--- src/rtl/alu_pkg.sv ---
// Shared ALU opcodes and the divider's state encoding.
package alu_pkg;

  localparam logic [1:0] ALU_SUMA  = 2'b00;
  localparam logic [1:0] ALU_RESTA = 2'b01;
  localparam logic [1:0] ALU_AND   = 2'b10;
  localparam logic [1:0] ALU_OR    = 2'b11;

  typedef enum logic [1:0] {
    IDLE = 2'd0,
    CALC = 2'd1,
    DONE = 2'd2
  } estado_div_t;

endpackage

--- src/rtl/divisor_secuencial.sv ---
// Unsigned restoring divider, one quotient bit per clock, borrowing the shared ALU
// for its trial subtraction.
module divisor_secuencial
  import alu_pkg::*;
#(
  parameter int n  = 32,
  parameter int CW = $clog2(n + 1)
) (
  input  logic         clk,
  input  logic         rst_n,
  input  logic         inicio,
  input  logic [n-1:0] dividendo,
  input  logic [n-1:0] divisor,
  output logic         listo,
  output logic         valido,
  input  logic         aceptado,
  output logic [n-1:0] cociente,
  output logic [n-1:0] residuo,
  output logic         div_cero,
  output logic [n-1:0] alu_entrada1,
  output logic [n-1:0] alu_entrada2,
  output logic [1:0]   alu_control,
  input  logic [n-1:0] alu_resultado,
  input  logic         alu_carry
);

  estado_div_t   state_q, state_d;
  logic [n-1:0]  r_q, r_d;
  logic [n-1:0]  q_q, q_d;
  logic [n-1:0]  d_q, d_d;
  logic [CW-1:0] cnt_q, cnt_d;
  logic [n-1:0]  coc_q, coc_d;
  logic [n-1:0]  res_q, res_d;
  logic          dz_q, dz_d;

  logic          msb;
  logic [n-1:0]  rs;
  logic          accept;

  // msb is the bit falling off R; when set the true shifted remainder exceeds
  // 2^n > D, so the subtraction must be taken and its mod-2^n result is exact.
  assign {msb, rs} = {r_q, q_q[n-1]};
  assign accept    = alu_carry | msb;

  assign alu_entrada1 = rs;
  assign alu_entrada2 = d_q;
  assign alu_control  = ALU_RESTA;

  assign listo    = (state_q == IDLE);
  assign valido   = (state_q == DONE);
  assign cociente = coc_q;
  assign residuo  = res_q;
  assign div_cero = dz_q;

  always_comb begin
    state_d = state_q;
    r_d     = r_q;
    q_d     = q_q;
    d_d     = d_q;
    cnt_d   = cnt_q;
    coc_d   = coc_q;
    res_d   = res_q;
    dz_d    = dz_q;
    case (state_q)
      IDLE: begin
        if (inicio) begin
          if (divisor != '0) begin
            d_d     = divisor;
            q_d     = dividendo;
            r_d     = '0;
            cnt_d   = CW'(n);
            state_d = CALC;
          end else begin
            coc_d   = '1;
            res_d   = dividendo;
            dz_d    = 1'b1;
            state_d = DONE;
          end
        end
      end
      CALC: begin
        r_d   = accept ? alu_resultado : rs;
        q_d   = {q_q[n-2:0], accept};
        cnt_d = cnt_q - CW'(1);
        if (cnt_q == CW'(1)) begin
          coc_d   = q_d;
          res_d   = r_d;
          dz_d    = 1'b0;
          state_d = DONE;
        end
      end
      DONE: begin
        if (aceptado) state_d = IDLE;
      end
      default: state_d = IDLE;
    endcase
  end

  always_ff @(posedge clk) begin
    if (!rst_n) begin
      state_q <= IDLE;
      r_q     <= '0;
      q_q     <= '0;
      d_q     <= '0;
      cnt_q   <= '0;
      coc_q   <= '0;
      res_q   <= '0;
      dz_q    <= 1'b0;
    end else begin
      state_q <= state_d;
      r_q     <= r_d;
      q_q     <= q_d;
      d_q     <= d_d;
      cnt_q   <= cnt_d;
      coc_q   <= coc_d;
      res_q   <= res_d;
      dz_q    <= dz_d;
    end
  end

endmodule
--- config.mk ---
export PLATFORM = sky130hd
export DESIGN_NAME = divisor_secuencial
export DESIGN_NICKNAME = d
export VERILOG_FILES = /design/src/rtl/alu_pkg.sv /design/src/rtl/divisor_secuencial.sv
export SDC_FILE = /design/constraint.sdc
export NUM_CORES = 1
export LEC_CHECK = 0
export BUFFER_PORTS_ARGS = -buffer_cell sky130_fd_sc_hd__buf_2
export CORE_ASPECT_RATIO = 0.5
export CORE_MARGIN = 2
export CORE_UTILIZATION = 50
export DETAILED_ROUTE_END_ITERATION = 12
export PLACE_DENSITY = 0.84
export SLEW_MARGIN = 10
export SYNTH_ARGS = -nofsm -noshare
export SYNTH_HDL_FRONTEND = slang
export SYNTH_SLANG_ARGS = --single-unit
--- constraint.sdc ---
create_clock -name clk -period 4.2 [get_ports clk]
set_input_delay 0.21 -clock clk [delete_from_list [all_inputs] [get_ports clk]]
set_output_delay 0.21 -clock clk [all_outputs]
set_load 0.02 [all_outputs]
==> key figures, run 1 <==
Setup path
  • Crit-path max FO: 64
  • Worst r2r src: state_q[0]
  • R2r setup slk: around 1800 ps
  • Crit end category: register
  • CP Data Required Time: between 4000 and 5000 ps
  • Critical path type: in -> reg
  • Critical Path AT: slightly below 3000 ps
  • R2r worst-path depth: 4
  • FF-to-FF End: residuo[1]
  • Crit start category: primary input

Floorplanning
  • Total core area: between 0.01 and 0.015 mm2
  • Die Y: ~90 um
  • Chip width: 172.1 um
  • Rows: 30
  • Total die area: 0.01515 mm2
  • Initial Utilization: roughly 52%
  • Io pins: approximately 230

Yosys
  • Mapped Cells: between 700 and 800
  • Commonest cells in the netlist: dfxtp_1, nand2_1, o21ai_0, clkbuf_1
  • Syn Std Cell Area: just over 0.007 mm2
  • Cell taking the most area after synthesis: dfxtp_1
  • Synth top area share: 47.89%
  • Post-synthesis register bit count: around 170
  • Top post-synthesis cells by area: dfxtp_1, nand2_1, o221a_2, mux2i_1, o21ai_0
  • Async SR Flop Fraction: 0%
  • Mapped Nets: about 860
  • Synthesized area per cell: slightly above 9 um2
  • Primary FF master, synth: dfxtp_1
  • Count leader, synth: dfxtp_1
  • Post-synthesis sequential area ratio: a little under half
  • Unique cell type count in the Yosys netlist: 40
  • Yosys warning count: 0
  • EDFF count, synth: 0

Status
  • Outcome: complete, no violations

Final layout
  • Syn-to-layout area delta: 20.17%
  • Layout cells sized above 1: around a third
  • Register Area: approximately 0.0034 mm2
  • Nets@finish: about 1,000
  • # diodes: 0
  • Area of the multi-input gates: about 0.0030 mm2
  • # fillers: roughly 1,200

Global routing
  • Largest net degree at the start of global routing: 70
  • Remaining global-route overflow: 0
  • Vias in the first global route: 5,948
  • GRT Util Overall: approximately a quarter
  • Initial antenna violation count: 0
  • Global-route wire length before repair: a little under 30,000 um

Routing
  • Final ANT Viol Nets: 0
  • DR iter-0 viols: approximately 800
  • Residual DRC: 0
  • First drt pass iteration count: 8
  • Final WL: ~19,000 um
  • Vias per cell: roughly 5.8
  • Detailed-route via count: ~6,400
  • Wire per inst: about 17 um

STA
  • Worst-case clock skew: about 15 ps
  • RSZ-0062 raised after global routing: no
  • Setup violators final: 0
  • Fin crit period: ~2700 ps
  • Slew HR: a little over a fifth
  • Final setup margin: ~1500 ps
  • Fmax: about 370 MHz
  • Worst Tran Pin Value: 1176 ps
  • Final period util: 63.50%
  • Max Slew Vio Count: 0
  • Hold Vio Cnt, Final: 0
  • Setup TNS: 0 ps

Clock tree
  • Root Driver: clkbuf_16
  • Clock buffer depth: 2
  • Later-pin clock latency in the skew report: around 420 ps
  • Sink Count: about 170
  • Post-CTS Hold Fix Bufs: 0
  • Clock-pin slew on the worst setup and hold paths: around 70 ps
  • CTS tree: yes
  • TritonCTS Buffers: 17
  • Setup Buffers After CTS: 0
  • H-tree depth: 4
  • Cts repair resizes: 0

Place
  • GP Congestion: around 0.84
  • Port bufs: ~230
  • Post-detail-place hpwl: about 13,000 um
  • Place WS: 1187 ps

Worst hold path
  • WHS Endpoint: alu_entrada2[18]
  • Worst Hold Depth: 3
  • Hold Path Origin: divisor[18]
  • HP Class: in -> reg

Pwr
  • PwrDens: 466.5 mW/mm2
  • Pleak: 3.781 nW
  • Max VDD drop: about 0.00024 V

Run
  • Max_cap viols: 0
[metal layers]
| metal | vias up | GRT usage, % | routed length, um |
|---|---|---|---|
| met2 | 323 | 41.26 | 9232 |
| met4 | 0 | 8.938 | 376 |
| met3 | 29 | 6.281 | 1637 |
| met5 | - | 0 | 0 |
| li1 | 3047 | - | - |
| met1 | 3039 | 31.71 | 7961 |
[cells by family after synthesis]
logic type                 after synthesis  synth area share (%)
DFF                                    169                 47.89
buffers and inverters                  114                 9.529
and+or+nand+nor                        230                 14.40
muxes                                   32                 4.534
AOI/OAI and AO/OA                      212                 23.18
adders and majority gates                2                0.3542
other                                    2                0.1063
[metrics by stage]
stage	util, %	instance area, um2	hold WS (ps)	std cells	power [mW]
3_5_place_dp	57.87	7906	446.2	1085	2.446
3_3_place_gp	57.87	7906	439.1	1085	2.426
2_1_floorplan	-	7064	346.0	761	2.260
6_report	62.13	8489	34.60	1117	3.960
4_1_cts	62.13	8489	25.51	1117	3.971
5_1_grt	62.13	8489	18.73	1117	4.120
[registers in the layout (all words and copies together) (netlist names)]
signal / flops
alu_entrada2: 32
cnt_q: 6
cociente: 32
div_cero: 1
q_q: 32
r_q: 32
residuo: 32
state_q: 2
[cell type report]
type	count	share of cell area (%)
Inverter	6	0.2653
Clock buffer	17	5.011
Tap cell	192	2.830
Sequential cell	169	39.85
Multi-Input combinational cell	478	35.74
Timing Repair Buffer	240	14.44
Clock inverter	15	1.857
[report_power, final]
part,internal (mW),switching [mW],leakage (nW)
clock network,0.842,0.699,0.284
logic,0.224,0.414,2.12
registers,1.71,0.0743,1.38
[worst max-delay path by stage]
stage          slack (ps)  depth (start not counted)          end   startpoint
3_5_place_dp         1190                          7  residuo[13]  divisor[18]
6_report             1530                          7   residuo[1]  divisor[31]
3_3_place_gp         1170                          7  cociente[5]  divisor[31]
4_1_cts              1640                          7  residuo[13]  divisor[18]
2_1_floorplan        2450                          7      q_q[10]   state_q[0]
5_1_grt              1390                          7  residuo[28]  divisor[18]
[layout by cell type (no fill, tap or decap), drive strengths merged, types with 3 or more instances in the layout]
cell type	n
nand2	134
a21oi	41
nor4	8
clkbuf	17
a222oi	31
o21ai	64
dfxtp	169
nor3	4
o2bb2ai	33
a21o	3
nand4	33
o221a	31
inv	14
mux2i	32
nor2	40
buf	240
o21a	3
clkinv	4
[critical path, stage by stage]
cell	delay (ps)
buf_2	110
nor4_1	390
and4_1	420
a21o_1	180
buf_4	350
and2_2	970
o21ai_0	260
Power figures use the tool's default switching activity.
==> run 2: changes to the inputs <==
==> constraint.sdc (replaced) <==
create_clock -name clk -period 2.7 [get_ports clk]
set_input_delay 0.135 -clock clk [delete_from_list [all_inputs] [get_ports clk]]
set_output_delay 0.135 -clock clk [all_outputs]
set_load 0.02 [all_outputs]
==> key figures, run 2 (synthesis gave the netlist of run 1 again) <==
Pwr
  • Internal power: 4.373 mW
  • Max VDD drop: 0.0003344 V
  • Pleak: about 4.0 nW
  • Clock network power share: between 30% and 40%
  • PwrDens: slightly below 700 mW/mm2
  • Sw Share: roughly 30%
  • Power Total: 6.197 mW
  • Psw: approximately 1.8 mW
  • Part of the power in registers: approximately 45%
  • Combinational power share: around 17%

Clock tree
  • Clock buffer depth: 2
  • Root Driver: clkbuf_16
  • Sink Count: 169
  • CTS tree: yes
  • Clock-pin slew on the worst setup and hold paths: about 70 ps
  • TritonCTS Buffers: 17
  • Later-pin clock latency in the skew report: ~420 ps
  • H-tree depth: 4

STA
  • Max Slew Vio Count: 0
  • Fmax: between 400 and 500 MHz
  • Worst-case clock skew: slightly below 10 ps
  • RSZ-0062 raised after global routing: no
  • Worst Tran Pin Value: between 800 and 900 ps
  • Slew HR: roughly 40%
  • Hold_ws: 12.18 ps
  • Setup TNS: 0 ps
  • Final period util: 89.05%
  • Hold Vio Cnt, Final: 0
  • Setup violators final: 0
  • Fin crit period: between 2000 and 2500 ps

Routing
  • Detail Route met2 WL: around 10,000 um
  • Final WL: slightly above 20,000 um
  • Detailed-route via count: between 6,000 and 7,000
  • Residual DRC: 0
  • Met3 WL: between 1500 and 2000 um
  • M1 WL: ~8300 um
  • Vias per cell: 5.758
  • Wire per inst: about 18 um
  • Final ANT Viol Nets: 0
  • DR iter-0 viols: 815
  • Top layer in use: met5
  • First drt pass iteration count: 9

Global routing
  • GRT Util Overall: a little over a quarter
  • Vias in the first global route: between 6,000 and 7,000
  • Remaining global-route overflow: 0
  • Initial antenna violation count: 1
  • Largest net degree at the start of global routing: 53
  • Global-route wire length before repair: 31,250 um

Setup path
  • R2r setup slk: 350 ps
  • Worst r2r src: state_q[1]
  • Crit start category: primary input
  • Crit end category: register
  • Critical path type: in -> reg
  • CP Data Required Time: between 3000 and 4000 ps
  • Crit-path max FO: 33
  • Critical Path AT: roughly 2700 ps
  • FF-to-FF End: alu_entrada2[13]
  • R2r worst-path depth: 6

Final layout
  • Area of the multi-input gates: 0.003034 mm2
  • Final Non-Filler Cells: about 1,200
  • # fillers: around 1,100
  • Most common cell after layout, fill and taps aside: buf_2
  • Util after Layout: between 60% and 70%
  • Syn-to-layout area delta: 26.21%
  • Register Area: ~0.0034 mm2
  • Layout cells sized above 1: between 30% and 40%
  • Most frequent cells in the layout: buf_2, dfxtp_1, nand2_1, o21ai_0
  • Nets@finish: ~1,100
  • # diodes: 0

Worst hold path
  • WHS Endpoint: q_q[28]
  • Worst Hold Depth: 3
  • Hold Path Origin: dividendo[28]
  • HP Class: in -> reg

Place
  • Port bufs: ~230
  • Placed insts: around 1,100
  • GP Congestion: between 0.8 and 0.9
  • Post-detail-place hpwl: approximately 13,000 um

Floorplanning
  • Total die area: between 0.015 and 0.02 mm2
  • Total core area: around 0.014 mm2
  • Rows: 30
  • Io pins: approximately 230
  • Chip width: roughly 170 um
  • Initial Utilization: about half
  • Die Y: around 88 um

Run
  • Max_cap viols: 0

Status
  • Outcome: complete, no violations
## run 2: changes by cell type in the layout (fill, tap and decap cells not counted), sizes merged
cell / delta
inv: -2
buf: +6
clkinv: +1
clkbuf: +1
dlygate4sd3: +34
## run 2: power by group through the flow
stage | Combinational [mW] | Clock [mW] | Sequential (mW)
final | 1.06 | 2.37 | 2.78
after CTS | 1.04 | 2.40 | 2.77
after detailed placement | 1.00 | 0 | 2.82
after global placement | 0.976 | 0 | 2.82
after global routing | 1.14 | 2.51 | 2.79
after floorplan | 0.605 | 0 | 2.91
## run 2: through the flow
| step | area (um2) | setup slack [ps] |
|---|---|---|
| global placement | 8001 | 559.8 |
| detailed placement | 8001 | 500.9 |
| floorplan | 7064 | 948.5 |
| global route | 8916 | 204.1 |
| CTS | 8916 | 457.1 |
| finish | 8916 | 295.6 |
## run 2: how the worst max path moves through the flow
| stage | to | startpoint | depth (start not counted) | slack, ps |
|---|---|---|---|---|
| floorplan | q_q[10] | state_q[0] | 7 | 950 |
| global placement | cociente[28] | divisor[31] | 7 | 560 |
| detailed placement | alu_entrada2[26] | state_q[1] | 6 | 500 |
| CTS | cociente[17] | divisor[31] | 8 | 460 |
| global route | alu_entrada2[13] | divisor[31] | 8 | 200 |
| finish | alu_entrada2[13] | divisor[31] | 8 | 300 |
## run 2: critical path, cell delays in order
cell	delay [ps]
dlygate4sd3_1	560
buf_2	140
nor4_1	70
and4_1	290
a21oi_4	740
buf_4	460
nand2_1	130
a21oi_1	200
## run 2: repair_timing
action / CTS / global route
gates resized for setup: 0 / 0
endpoints found under the hold margin: 34 / 0
setup buffers: 0 / 0
hold buffers: 34 / 0
endpoints found under the setup margin: 0 / 0
## run 2: metal layers
layer	track usage (%)	up-vias
met4	10.16	2
li1	-	3127
met1	32.46	3155
met5	0	-
met2	45.78	338
met3	5.603	40
## run 2: cell type report
type / instances / share of cell area [%]
sequential: 169 / 37.95
multi-input combinational: 478 / 34.03
timing repair buffer: 280 / 18.64
clock buffer: 18 / 4.926
tap: 192 / 2.694
clock inverter: 14 / 1.516
inverter: 6 / 0.2526
==> run 3: changes to the inputs <==
--- a/config.mk
+++ b/config.mk
@@ -10,7 +10,9 @@
 export CORE_MARGIN = 2
 export CORE_UTILIZATION = 50
 export DETAILED_ROUTE_END_ITERATION = 12
+export MAX_ROUTING_LAYER = met4
 export PLACE_DENSITY = 0.84
+export SETUP_SLACK_MARGIN = 0.15
 export SLEW_MARGIN = 10
 export SYNTH_ARGS = -nofsm -noshare
 export SYNTH_HDL_FRONTEND = slang
==> key figures, run 3 (synthesis gave the netlist of run 1 again) <==
Final layout
  • Nets@finish: about 1,100
  • Most common cell after layout, fill and taps aside: buf_2
  • Syn-to-layout area delta: 26.25%
  • Layout cells sized above 1: 33.78%
  • Post-route cell area: between 0.008 and 0.009 mm2
  • Most frequent cells in the layout: buf_2, dfxtp_1, nand2_1, o21ai_0

Clock tree
  • Setup Buffers After CTS: 0
  • Root Driver: clkbuf_16
  • Clock buffer depth: 2
  • Later-pin clock latency in the skew report: between 400 and 500 ps
  • Sink Count: between 150 and 200
  • H-tree depth: 4
  • Clock-pin slew on the worst setup and hold paths: 70 ps
  • CTS tree: yes
  • TritonCTS Buffers: 17

Setup path
  • Critical path type: in -> reg
  • Crit start category: primary input
  • Critical Path AT: ~2700 ps
  • CP Data Required Time: between 3000 and 4000 ps
  • Crit-path max FO: 33
  • R2r worst-path depth: 6
  • Crit end category: register

STA
  • Setup TNS: 0 ps
  • Worst-case clock skew: roughly 13 ps
  • Setup violators final: 0
  • RSZ-0062 raised after global routing: no
  • Max Slew Vio Count: 0
  • Hold_ws: around 13 ps
  • Slew HR: 39.63%
  • Final period util: a little under 90%
  • Worst Tran Pin Value: roughly 900 ps
  • Fmax: 416.1 MHz
  • Fin crit period: about 2400 ps
  • Hold Vio Cnt, Final: 0

Global routing
  • Largest net degree at the start of global routing: 53
  • Initial antenna violation count: 1
  • Global-route wire length before repair: about 31,000 um
  • Vias in the first global route: around 6,200
  • Remaining global-route overflow: 0
  • GRT Util Overall: 27.17%

Pwr
  • PwrDens: slightly below 700 mW/mm2
  • Pleak: around 4 nW
  • Max VDD drop: 0.0003333 V

Place
  • Port bufs: 231
  • Placed cell area: 0.008001 mm2
  • Post-detail-place hpwl: around 13,000 um
  • GP Congestion: ~0.85

Worst hold path
  • HP Class: in -> reg
  • Worst Hold Depth: 3

Floorplanning
  • Total core area: around 0.014 mm2
  • Rows: 30
  • Io pins: roughly 230
  • Chip width: 172.1 um
  • Total die area: roughly 0.015 mm2
  • Initial Utilization: approximately 52%
  • Die Y: 88.05 um

Status
  • Outcome: complete, no violations

Routing
  • Wire per inst: roughly 18 um
  • Vias per cell: ~5.8
  • First drt pass iteration count: 12
  • Detailed-route via count: between 6,000 and 7,000
  • Residual DRC: 0
  • DR iter-0 viols: ~950
  • Final WL: a little over 20,000 um
  • Final ANT Viol Nets: 0

Run
  • Max_cap viols: 0
[run 3: cell count changes in the layout (fill, tap and decap cells not counted)]
cell and delta:
diode_2 +1
[run 3: path summary, 6_finish.rpt]
check	startpoint	to	slack [ps]
worst max-delay path	divisor[31]	alu_entrada2[13]	300
worst min-delay path	dividendo[16]	q_q[16]	10
worst max register to register	state_q[1]	alu_entrada2[13]	360
worst min register to register	alu_entrada2[18]	alu_entrada2[18]	450
[run 3: stage by stage]
stage | std cells | total power [mW] | setup WS [ps] | util [%]
after floorplan | 761 | 3.515 | 948.5 | -
after global placement | 1091 | 3.795 | 559.8 | 58.56
after detailed placement | 1091 | 3.825 | 500.9 | 58.56
after CTS | 1157 | 6.210 | 457.1 | 65.26
after global routing | 1158 | 6.446 | 203.8 | 65.27
final | 1158 | 6.200 | 296.8 | 65.27
[run 3: report_power, final]
group,internal (mW),total [mW],switching [mW]
combinational,0.400,1.06,0.656
sequential,2.66,2.77,0.119
clock,1.32,2.37,1.05
[run 3: layout make-up]
class                      instances  area [um2]
sequential                       169        3383
clock buffer                      18       439.2
timing repair buffer             280        1662
fill                            1094        4745
multi-input combinational        478        3034
inverter                           6       22.52
antenna                            1       2.502
clock inverter                    14       135.1
tap                              192       240.2
[run 3: per-layer routing]
layer	vias up	part of all wire, %	track usage [%]
met5	-	0	-
met4	0	2.1	10.16
met3	42	8.1	4.925
met2	365	49	45.78
met1	3132	41	32.90
li1	3137	-	-
[run 3: worst max-delay path, cell delays in order]
cell and delay [ps]:
dlygate4sd3_1 560, buf_2 140, nor4_1 70, and4_1 290
a21oi_4 740, buf_4 450, nand2_1 130, a21oi_1 190
[run 3: timing repair]
action                                 CTS  global route
hold buffers                            34             0
resized for setup                        0             0
endpoints found under the hold margin   34             0
